File: config.mk
export PLATFORM = sky130hd
export DESIGN_NAME = tis_fetch_unit_flat
export DESIGN_NICKNAME = d
export VERILOG_FILES = /design/src/rtl/tis_fetch_unit_if.sv /design/src/rtl/tis_fetch_unit.sv /design/src/flat_wrapper.sv
export SDC_FILE = /design/constraint.sdc
export NUM_CORES = 1
export LEC_CHECK = 0
export CORE_MARGIN = 3
export CORE_UTILIZATION = 30
export CTS_CLUSTER_DIAMETER = 200
export CTS_CLUSTER_SIZE = 16
export DETAILED_ROUTE_END_ITERATION = 12
export SLEW_MARGIN = 20
export SYNTH_ARGS = -nofsm -noshare
export SYNTH_HDL_FRONTEND = slang
export SYNTH_SLANG_ARGS = --single-unit
File: constraint.sdc
create_clock -name clk -period 8.55 [get_ports clk]
set_input_delay 1.71 -clock clk [delete_from_list [all_inputs] [get_ports clk]]
set_output_delay 1.71 -clock clk [all_outputs]
set_load 0.02 [all_outputs]
File: src/rtl/tis_fetch_unit_if.sv
// Decoder / instruction-memory bundle for the TIS-100 fetch unit.
// master: decoder + control side drives jump info, ACC, length, stall,
//   hlt, ackw and observes pc_o, fetch_valid_o, halted_o,
//   jump_taken_o, wrap_o.
// slave: the fetch unit itself.
interface tis_fetch_unit_if #(
    parameter int AW = 8,
    parameter int DW = 11
);
    logic [2:0]    jmp_kind;
    logic [AW-1:0] jmp_target;
    logic [DW-1:0] jro_off;
    logic [DW-1:0] acc;
    logic [AW:0]   prog_len;
    logic          stall;
    logic          hlt;
    logic          ackw;

    logic [AW-1:0] pc_o;
    logic          fetch_valid_o;
    logic          halted_o;
    logic          jump_taken_o;
    logic          wrap_o;

    modport master (
        output jmp_kind,
        output jmp_target,
        output jro_off,
        output acc,
        output prog_len,
        output stall,
        output hlt,
        output ackw,
        input  pc_o,
        input  fetch_valid_o,
        input  halted_o,
        input  jump_taken_o,
        input  wrap_o
    );

    modport slave (
        input  jmp_kind,
        input  jmp_target,
        input  jro_off,
        input  acc,
        input  prog_len,
        input  stall,
        input  hlt,
        input  ackw,
        output pc_o,
        output fetch_valid_o,
        output halted_o,
        output jump_taken_o,
        output wrap_o
    );
endinterface

File: src/rtl/tis_fetch_unit.sv
// Program counter and fetch control for a TIS-100 execution node.
// Ports: clk, reset (async, active-high), bus (slave modport) carrying
//   jump kind/target/JRO offset, ACC, program length, stall, hlt, ackw
//   in; pc_o, fetch_valid_o, halted_o, jump_taken_o, wrap_o out.
module tis_fetch_unit #(
    parameter int AW = 8,
    parameter int DW = 11
) (
    input  logic             clk,
    input  logic             reset,
    tis_fetch_unit_if.slave  bus
);
    // JRO sum width: wide enough for pc (unsigned) and offset (signed)
    localparam int SW = (((AW + 1) > DW) ? (AW + 1) : DW) + 1;

    localparam logic [2:0] K_NONE = 3'd0;
    localparam logic [2:0] K_JMP  = 3'd1;
    localparam logic [2:0] K_JEZ  = 3'd2;
    localparam logic [2:0] K_JNZ  = 3'd3;
    localparam logic [2:0] K_JGZ  = 3'd4;
    localparam logic [2:0] K_JLZ  = 3'd5;
    localparam logic [2:0] K_JRO  = 3'd6;

    typedef enum logic {
        RUN    = 1'b0,
        HALTED = 1'b1
    } state_t;

    state_t        state_q, state_d;
    logic [AW-1:0] pc_q, pc_d;
    logic          jt_q, jt_d;
    logic          wrap_q, wrap_d;

    logic [AW:0]   len_eff;
    logic [AW-1:0] len_m1;
    logic [AW:0]   pc_inc;
    logic          seq_wrap;
    logic [AW-1:0] seq_pc;

    logic          acc_z;
    logic          acc_neg;
    logic          cond_taken;
    logic [AW-1:0] abs_pc;

    logic signed [SW-1:0] pc_x;
    logic signed [SW-1:0] off_x;
    logic signed [SW-1:0] len_x;
    logic signed [SW-1:0] sum_s;
    logic [AW-1:0]        jro_pc;

    logic          take;
    logic [AW-1:0] next_pc;

    // Length 0 behaves as 1 so there is always one valid slot
    assign len_eff = (bus.prog_len == '0) ? {{AW{1'b0}}, 1'b1}
                                          : bus.prog_len;
    // Low AW bits minus one is correct even when len_eff == 2^AW
    assign len_m1  = len_eff[AW-1:0] - {{(AW-1){1'b0}}, 1'b1};

    // >= also covers a PC left beyond a shrunken program
    assign pc_inc   = {1'b0, pc_q} + {{AW{1'b0}}, 1'b1};
    assign seq_wrap = (pc_inc >= len_eff);
    assign seq_pc   = seq_wrap ? '0 : pc_inc[AW-1:0];

    assign acc_z   = (bus.acc == '0);
    assign acc_neg = bus.acc[DW-1];

    always_comb begin
        cond_taken = 1'b0;
        case (bus.jmp_kind)
            K_JMP:   cond_taken = 1'b1;
            K_JEZ:   cond_taken = acc_z;
            K_JNZ:   cond_taken = !acc_z;
            K_JGZ:   cond_taken = !acc_z && !acc_neg;
            K_JLZ:   cond_taken = acc_neg;
            default: cond_taken = 1'b0;
        endcase
    end

    assign abs_pc = ({1'b0, bus.jmp_target} >= len_eff) ? '0
                                                       : bus.jmp_target;

    assign pc_x  = {{(SW-AW){1'b0}}, pc_q};
    assign off_x = {{(SW-DW){bus.jro_off[DW-1]}}, bus.jro_off};
    assign len_x = {{(SW-AW-1){1'b0}}, len_eff};
    assign sum_s = pc_x + off_x;

    always_comb begin
        jro_pc = '0;
        if (sum_s[SW-1]) begin
            jro_pc = '0;
        end else if (sum_s >= len_x) begin
            jro_pc = len_m1;
        end else begin
            jro_pc = sum_s[AW-1:0];
        end
    end

    always_comb begin
        take    = 1'b0;
        next_pc = seq_pc;
        if (bus.jmp_kind == K_JRO) begin
            take    = 1'b1;
            next_pc = jro_pc;
        end else if (cond_taken) begin
            take    = 1'b1;
            next_pc = abs_pc;
        end
    end

    always_comb begin
        state_d = state_q;
        pc_d    = pc_q;
        jt_d    = 1'b0;
        wrap_d  = 1'b0;
        unique case (state_q)
            RUN: begin
                // Halt wins over stall and freezes the PC
                if (bus.hlt) begin
                    state_d = HALTED;
                end else if (!bus.stall) begin
                    pc_d   = next_pc;
                    jt_d   = take;
                    wrap_d = !take && seq_wrap;
                end
            end
            HALTED: begin
                if (bus.ackw && !bus.hlt) begin
                    state_d = RUN;
                end
            end
            default: state_d = RUN;
        endcase
    end

    always_ff @(posedge clk or posedge reset) begin
        if (reset) begin
            state_q <= RUN;
            pc_q    <= '0;
            jt_q    <= 1'b0;
            wrap_q  <= 1'b0;
        end else begin
            state_q <= state_d;
            pc_q    <= pc_d;
            jt_q    <= jt_d;
            wrap_q  <= wrap_d;
        end
    end

    assign bus.pc_o          = pc_q;
    assign bus.fetch_valid_o = (state_q == RUN);
    assign bus.halted_o      = (state_q == HALTED);
    assign bus.jump_taken_o  = jt_q;
    assign bus.wrap_o        = wrap_q;

    // K_NONE is listed for readability of the kind encoding
    logic unused_k;
    assign unused_k = ^K_NONE;

endmodule
File: src/flat_wrapper.sv
// flat-port wrapper written by rule: the top's interface ports become plain ports
module tis_fetch_unit_flat 
#(
    parameter int AW = 8,
    parameter int DW = 11
)
  (clk, reset, bus_jmp_kind, bus_jmp_target, bus_jro_off, bus_acc, bus_prog_len, bus_stall, bus_hlt, bus_ackw, bus_pc_o, bus_fetch_valid_o, bus_halted_o, bus_jump_taken_o, bus_wrap_o);
  tis_fetch_unit_if #(.AW(AW), .DW(DW)) bus_i ();
  input  logic clk;
  input  logic reset;
  input wire logic [$bits(bus_i.jmp_kind)-1:0] bus_jmp_kind;
  input wire logic [$bits(bus_i.jmp_target)-1:0] bus_jmp_target;
  input wire logic [$bits(bus_i.jro_off)-1:0] bus_jro_off;
  input wire logic [$bits(bus_i.acc)-1:0] bus_acc;
  input wire logic [$bits(bus_i.prog_len)-1:0] bus_prog_len;
  input wire logic [$bits(bus_i.stall)-1:0] bus_stall;
  input wire logic [$bits(bus_i.hlt)-1:0] bus_hlt;
  input wire logic [$bits(bus_i.ackw)-1:0] bus_ackw;
  output wire logic [$bits(bus_i.pc_o)-1:0] bus_pc_o;
  output wire logic [$bits(bus_i.fetch_valid_o)-1:0] bus_fetch_valid_o;
  output wire logic [$bits(bus_i.halted_o)-1:0] bus_halted_o;
  output wire logic [$bits(bus_i.jump_taken_o)-1:0] bus_jump_taken_o;
  output wire logic [$bits(bus_i.wrap_o)-1:0] bus_wrap_o;
  assign bus_i.jmp_kind = bus_jmp_kind;
  assign bus_i.jmp_target = bus_jmp_target;
  assign bus_i.jro_off = bus_jro_off;
  assign bus_i.acc = bus_acc;
  assign bus_i.prog_len = bus_prog_len;
  assign bus_i.stall = bus_stall;
  assign bus_i.hlt = bus_hlt;
  assign bus_i.ackw = bus_ackw;
  assign bus_pc_o = bus_i.pc_o;
  assign bus_fetch_valid_o = bus_i.fetch_valid_o;
  assign bus_halted_o = bus_i.halted_o;
  assign bus_jump_taken_o = bus_i.jump_taken_o;
  assign bus_wrap_o = bus_i.wrap_o;
  tis_fetch_unit #(.AW(AW), .DW(DW)) u_core (.clk(clk), .reset(reset), .bus(bus_i));
endmodule
==> summary.md <==
The post-layout minimum cycle time is 5.380 ns. The clock-pin slew reported for the worst setup and hold paths after clock tree synthesis is 0.05 ns, and the core outline area is 0.006131 sq mm. The tools report the worst clock skew as 0.002339 ns. Cell with the most instances after synthesis: sky130_fd_sc_hd__ha_1. Ranked by instance count, the synthesized netlist is headed by sky130_fd_sc_hd__ha_1, sky130_fd_sc_hd__inv_1, sky130_fd_sc_hd__nand2_1. After detailed routing, the average wire length per cell comes to 15.89 um. Yosys printed 0 warnings.

The worst register-to-register path has a depth of 14. Static timing analysis puts the maximum clock frequency at 185.9 MHz. Global routing used 15.48% of the available tracks across all layers.

The number of buffers and inverters on the critical path was 1; the number of slew-limit violations in the final report was 0. For the total number of clock tree sinks, the log shows 11. The synthesized design contains 0 enable-type register cells. The number of antenna violations at the first check in global routing was 0. Of the post-synthesis cell area, the part taken by muxes is 0.5099%. Counting every net in the synthesized netlist gives 321. The complex-gate fraction of the synthesized area came out at 29.13%. In this run, distinct cell masters in the synthesized netlist total 53. Dividing total power by cell area gives a power density of 175.9 mW/mm^2.

Sequential elements use 14.02% of the synthesized area. Summed over all layers, the routed wires come to 5896 um. The tools report the worst setup slack after placement as 2.930 ns. The main combinational cell family by area after synthesis was compound AO/OA/AOI/OAI gates. End of the worst register-to-register path: u_core.bus.pc_o[3]$_DFFE_PP0P_. The routability congestion estimate was 0.8850; the die footprint was 0.007551 sq mm. For the total setup buffers inserted after CTS, the log shows 0. The initial utilization of the core area, before any placement, comes to 32.02%. Summing the areas of all xor and xnor instances in the mapped netlist gives 8.031% of the synthesized area. Buffers inserted to repair hold after CTS numbered 0.

For the maximum level of the CTS H-tree, the log shows 1. The number of hold-slack violations in the final timing report came out at 0. The path with the worst hold slack has its endpoint at u_core.bus.halted_o$_DFF_PP0_. Walking the worst path, the cells encountered are clkdlybuf4s50_1, ha_1, fa_1, a21o_2, a221oi_2, o21ai_2, xnor2_1, ha_1, nor4_1, o21ai_0, a32o_1, o311ai_0, or3_4, o22ai_1, o21ai_0. The first global-routing pass estimated 9287 um of wire. Number of max-capacitance violations reported: 0. Startpoint of the worst register-to-register path: u_core.bus.pc_o[0]$_DFFE_PP0P_.

The longest clock path from root to sink contains 2 buffers. The root buffer selected by CTS is sky130_fd_sc_hd__clkbuf_8. VDD sags by at most 0.00007778 V. Data arrives at the worst endpoint at 5.52 ns. The logs give 5148 um for the detailed placement HPWL and 0.23 ns for the clock latency on the worst-skew pair. After filler insertion, the fill cell instance count of the layout stands at 642.

The fraction of registers with async set/reset is 100.0%, and the total negative slack is 0 ns. The final layout contains 381 nets. Setup violations remaining at the end of the flow were counted as 0. Dividing the final minimum period by the clock period gives 62.93%. In this run the vertical extent of the chip is 86.90 um. The number of inserted diodes is 0, and the residual overflow from global routing is 0. By area the synthesized netlist is led by sky130_fd_sc_hd__ha_1, sky130_fd_sc_hd__dfrtp_1, sky130_fd_sc_hd__xnor2_1. The total I/O pin count was 59; the layout cell share with drive strength beyond 1 was 5.743%.

In this run, synthesis produced a sequential element count of 11. The die is 86.90 um wide. After synthesis, the mean cell area works out to 8.283 sq um.

The required time of the critical path is 8.69 ns. The worst setup path is launched from an input port. In this run the most critical hold path is launched from u_core.bus.halted_o$_DFF_PP0_. The total of buffers placed on input and output ports is 58. In this run the worst path has a maximum fanout of 9.

The slowest cell on the critical path is sky130_fd_sc_hd__clkdlybuf4s50_1. The path type of the worst setup path was input port to flip-flop. For flop-to-flop paths, the worst setup slack is 4.52 ns. The cell family contributing the most delay on the critical path is compound AO/OA/AOI/OAI gates.

TritonCTS built the clock tree. The area growth from synthesis to layout is 35.76%. Largest area contributor in the netlist: sky130_fd_sc_hd__ha_1. DRC violation count after routing: 0. The pin count of the biggest net entering global routing is 12, and the proportion of netlist area held by the largest area contributor is 22.94%.

The first detailed-routing pass ran for 4 iterations. Of the total synthesized cell area, the portion taken by AND, OR, NAND and NOR gates is 19.38%. For this run, the slowest stage of the critical path takes 0.42 ns. The worst hold path passes through 2 cells. Clock tree synthesis inserted a total of 3 buffers. After technology mapping, the gate count stands at 237.

The flow ran to the end, and the final reports show no timing, DRC or antenna violations. Class of the most critical hold timing path: flip-flop to flip-flop. Setup repair after global routing left no endpoint under its margin.

In this run the tightest slew margin relative to its limit is 54.68%. Number of global-route vias before repair: 1936. The tools report the count of nets left with antenna violations after detail routing as 0. Commonest register cell after synthesis: sky130_fd_sc_hd__dfrtp_1. The mapped cell area was 0.001963 sq mm; the number of gates given a new drive strength after cts was 0. In the routed layout, each cell is associated on average with a via count of 5.372. For the overall via count from detail_route, the log shows 1993. The initial DRC count is 66. For the pin with the worst max-slew slack, the measured transition is 0.6741 ns. The run gives 1.190 nW as the static leakage. STA classifies the critical path endpoint as a flip-flop.

In the post-route analysis, the smallest setup slack over all paths is 3.170 ns. For the row count, the log shows 28. The synthesized netlist devotes 23.96% of its cell area to adder and majority cells.
## kinds of logic after synthesis
kind of cell,after synthesis
simple gates,70
buf+inv,24
mux,1
flops,11
compound gates,76
fa+ha+maj,37
xor+xnor,18
## flip-flops by register name, indices dropped and copies added, names as in the netlist
register                 cells
u_core.bus.pc_o              8
u_core.bus.wrap_o            1
u_core.bus.halted_o          1
u_core.bus.jump_taken_o      1
## per-stage QoR
stage / hold WS [ns] / instance area, sq um / std cells / util, % / total power [mW]
after floorplan: 0.7074 / 1963 / 237 / - / 0.3070
after global placement: 0.5669 / 2619 / 367 / 42.71 / 0.4152
after detailed placement: 0.5655 / 2619 / 367 / 42.71 / 0.4187
after CTS: 0.5722 / 2665 / 371 / 43.47 / 0.4717
after global routing: 0.6089 / 2665 / 371 / 43.47 / 0.5165
final: 0.5657 / 2665 / 371 / 43.47 / 0.4689
## per-layer routing
layer / part of all wire (%) / wire (um) / vias up / track usage (%)
met4: 0.78 / 46 / 0 / 2.408
met5: 0 / 0 / - / 0
met3: 6.7 / 394 / 4 / 2.460
met2: 49 / 2874 / 48 / 27.74
li1: - / - / 1027 / -
met1: 44 / 2580 / 914 / 19.75
## report_power, final
part           internal (mW)  switching [mW]
Clock                 0.0319          0.0183
Sequential            0.0631          0.0251
Combinational          0.153           0.177
## layout by cell type (no fill, tap or decap), drive strengths merged, types with 2 or more instances in the layout
master | synthesis | layout
o21bai | 3 | 3
o2bb2ai | 6 | 6
inv | 21 | 21
o311ai | 2 | 2
a31oi | 3 | 3
nor4 | 4 | 4
nor3 | 3 | 3
nand2 | 16 | 16
xnor2 | 14 | 14
clkbuf | 2 | 3
or2b | 2 | 2
nand3 | 8 | 8
nand2b | 3 | 3
a21o | 6 | 6
nand4 | 2 | 2
a22oi | 6 | 6
or3 | 7 | 7
a221o | 3 | 3
nor2b | 4 | 4
or4 | 2 | 2
clkdlybuf4s50 | 0 | 58
a21oi | 14 | 14
nor2 | 10 | 10
o21ai | 14 | 14
o22a | 2 | 2
o22ai | 4 | 4
and3 | 8 | 8
ha | 36 | 36
xor2 | 4 | 4
dfrtp | 11 | 11
## cell type report
| cell class | instances | area, sq um | share of cell area, % |
|---|---|---|---|
| Inverter | 21 | 78.83 | 2.958 |
| Clock inverter | 1 | 5.005 | 0.1878 |
| Multi-Input combinational cell | 202 | 1590 | 59.67 |
| Tap cell | 75 | 93.84 | 3.521 |
| Timing Repair Buffer | 58 | 580.6 | 21.78 |
| Clock buffer | 3 | 41.29 | 1.549 |
| Sequential cell | 11 | 275.3 | 10.33 |
## how the worst max path moves through the flow
stage | start | end | depth (start not counted)
final | bus_jro_off[0] | u_core.bus.pc_o[3]$_DFFE_PP0P_ | 15
after global routing | bus_jro_off[0] | u_core.bus.pc_o[3]$_DFFE_PP0P_ | 15
after CTS | bus_jro_off[0] | u_core.bus.pc_o[3]$_DFFE_PP0P_ | 15
after detailed placement | bus_jro_off[0] | u_core.bus.pc_o[5]$_DFFE_PP0P_ | 15
after global placement | bus_jro_off[0] | u_core.bus.pc_o[3]$_DFFE_PP0P_ | 15
after floorplan | bus_jro_off[0] | u_core.bus.pc_o[6]$_DFFE_PP0P_ | 15
## worst register-to-register path, stage by stage (launching register included)
cell and delay (ns):
sky130_fd_sc_hd__dfrtp_1 0.48, sky130_fd_sc_hd__ha_1 0.28, sky130_fd_sc_hd__fa_1 0.41, sky130_fd_sc_hd__a21o_2 0.24
sky130_fd_sc_hd__a221oi_2 0.30, sky130_fd_sc_hd__o21ai_2 0.15, sky130_fd_sc_hd__xnor2_1 0.15, sky130_fd_sc_hd__ha_1 0.24
sky130_fd_sc_hd__nor4_1 0.24, sky130_fd_sc_hd__o21ai_0 0.15, sky130_fd_sc_hd__a32o_1 0.29, sky130_fd_sc_hd__o311ai_0 0.41
sky130_fd_sc_hd__or3_4 0.27, sky130_fd_sc_hd__o22ai_1 0.10, sky130_fd_sc_hd__o21ai_0 0.21
(Power assumes the default switching activity.)
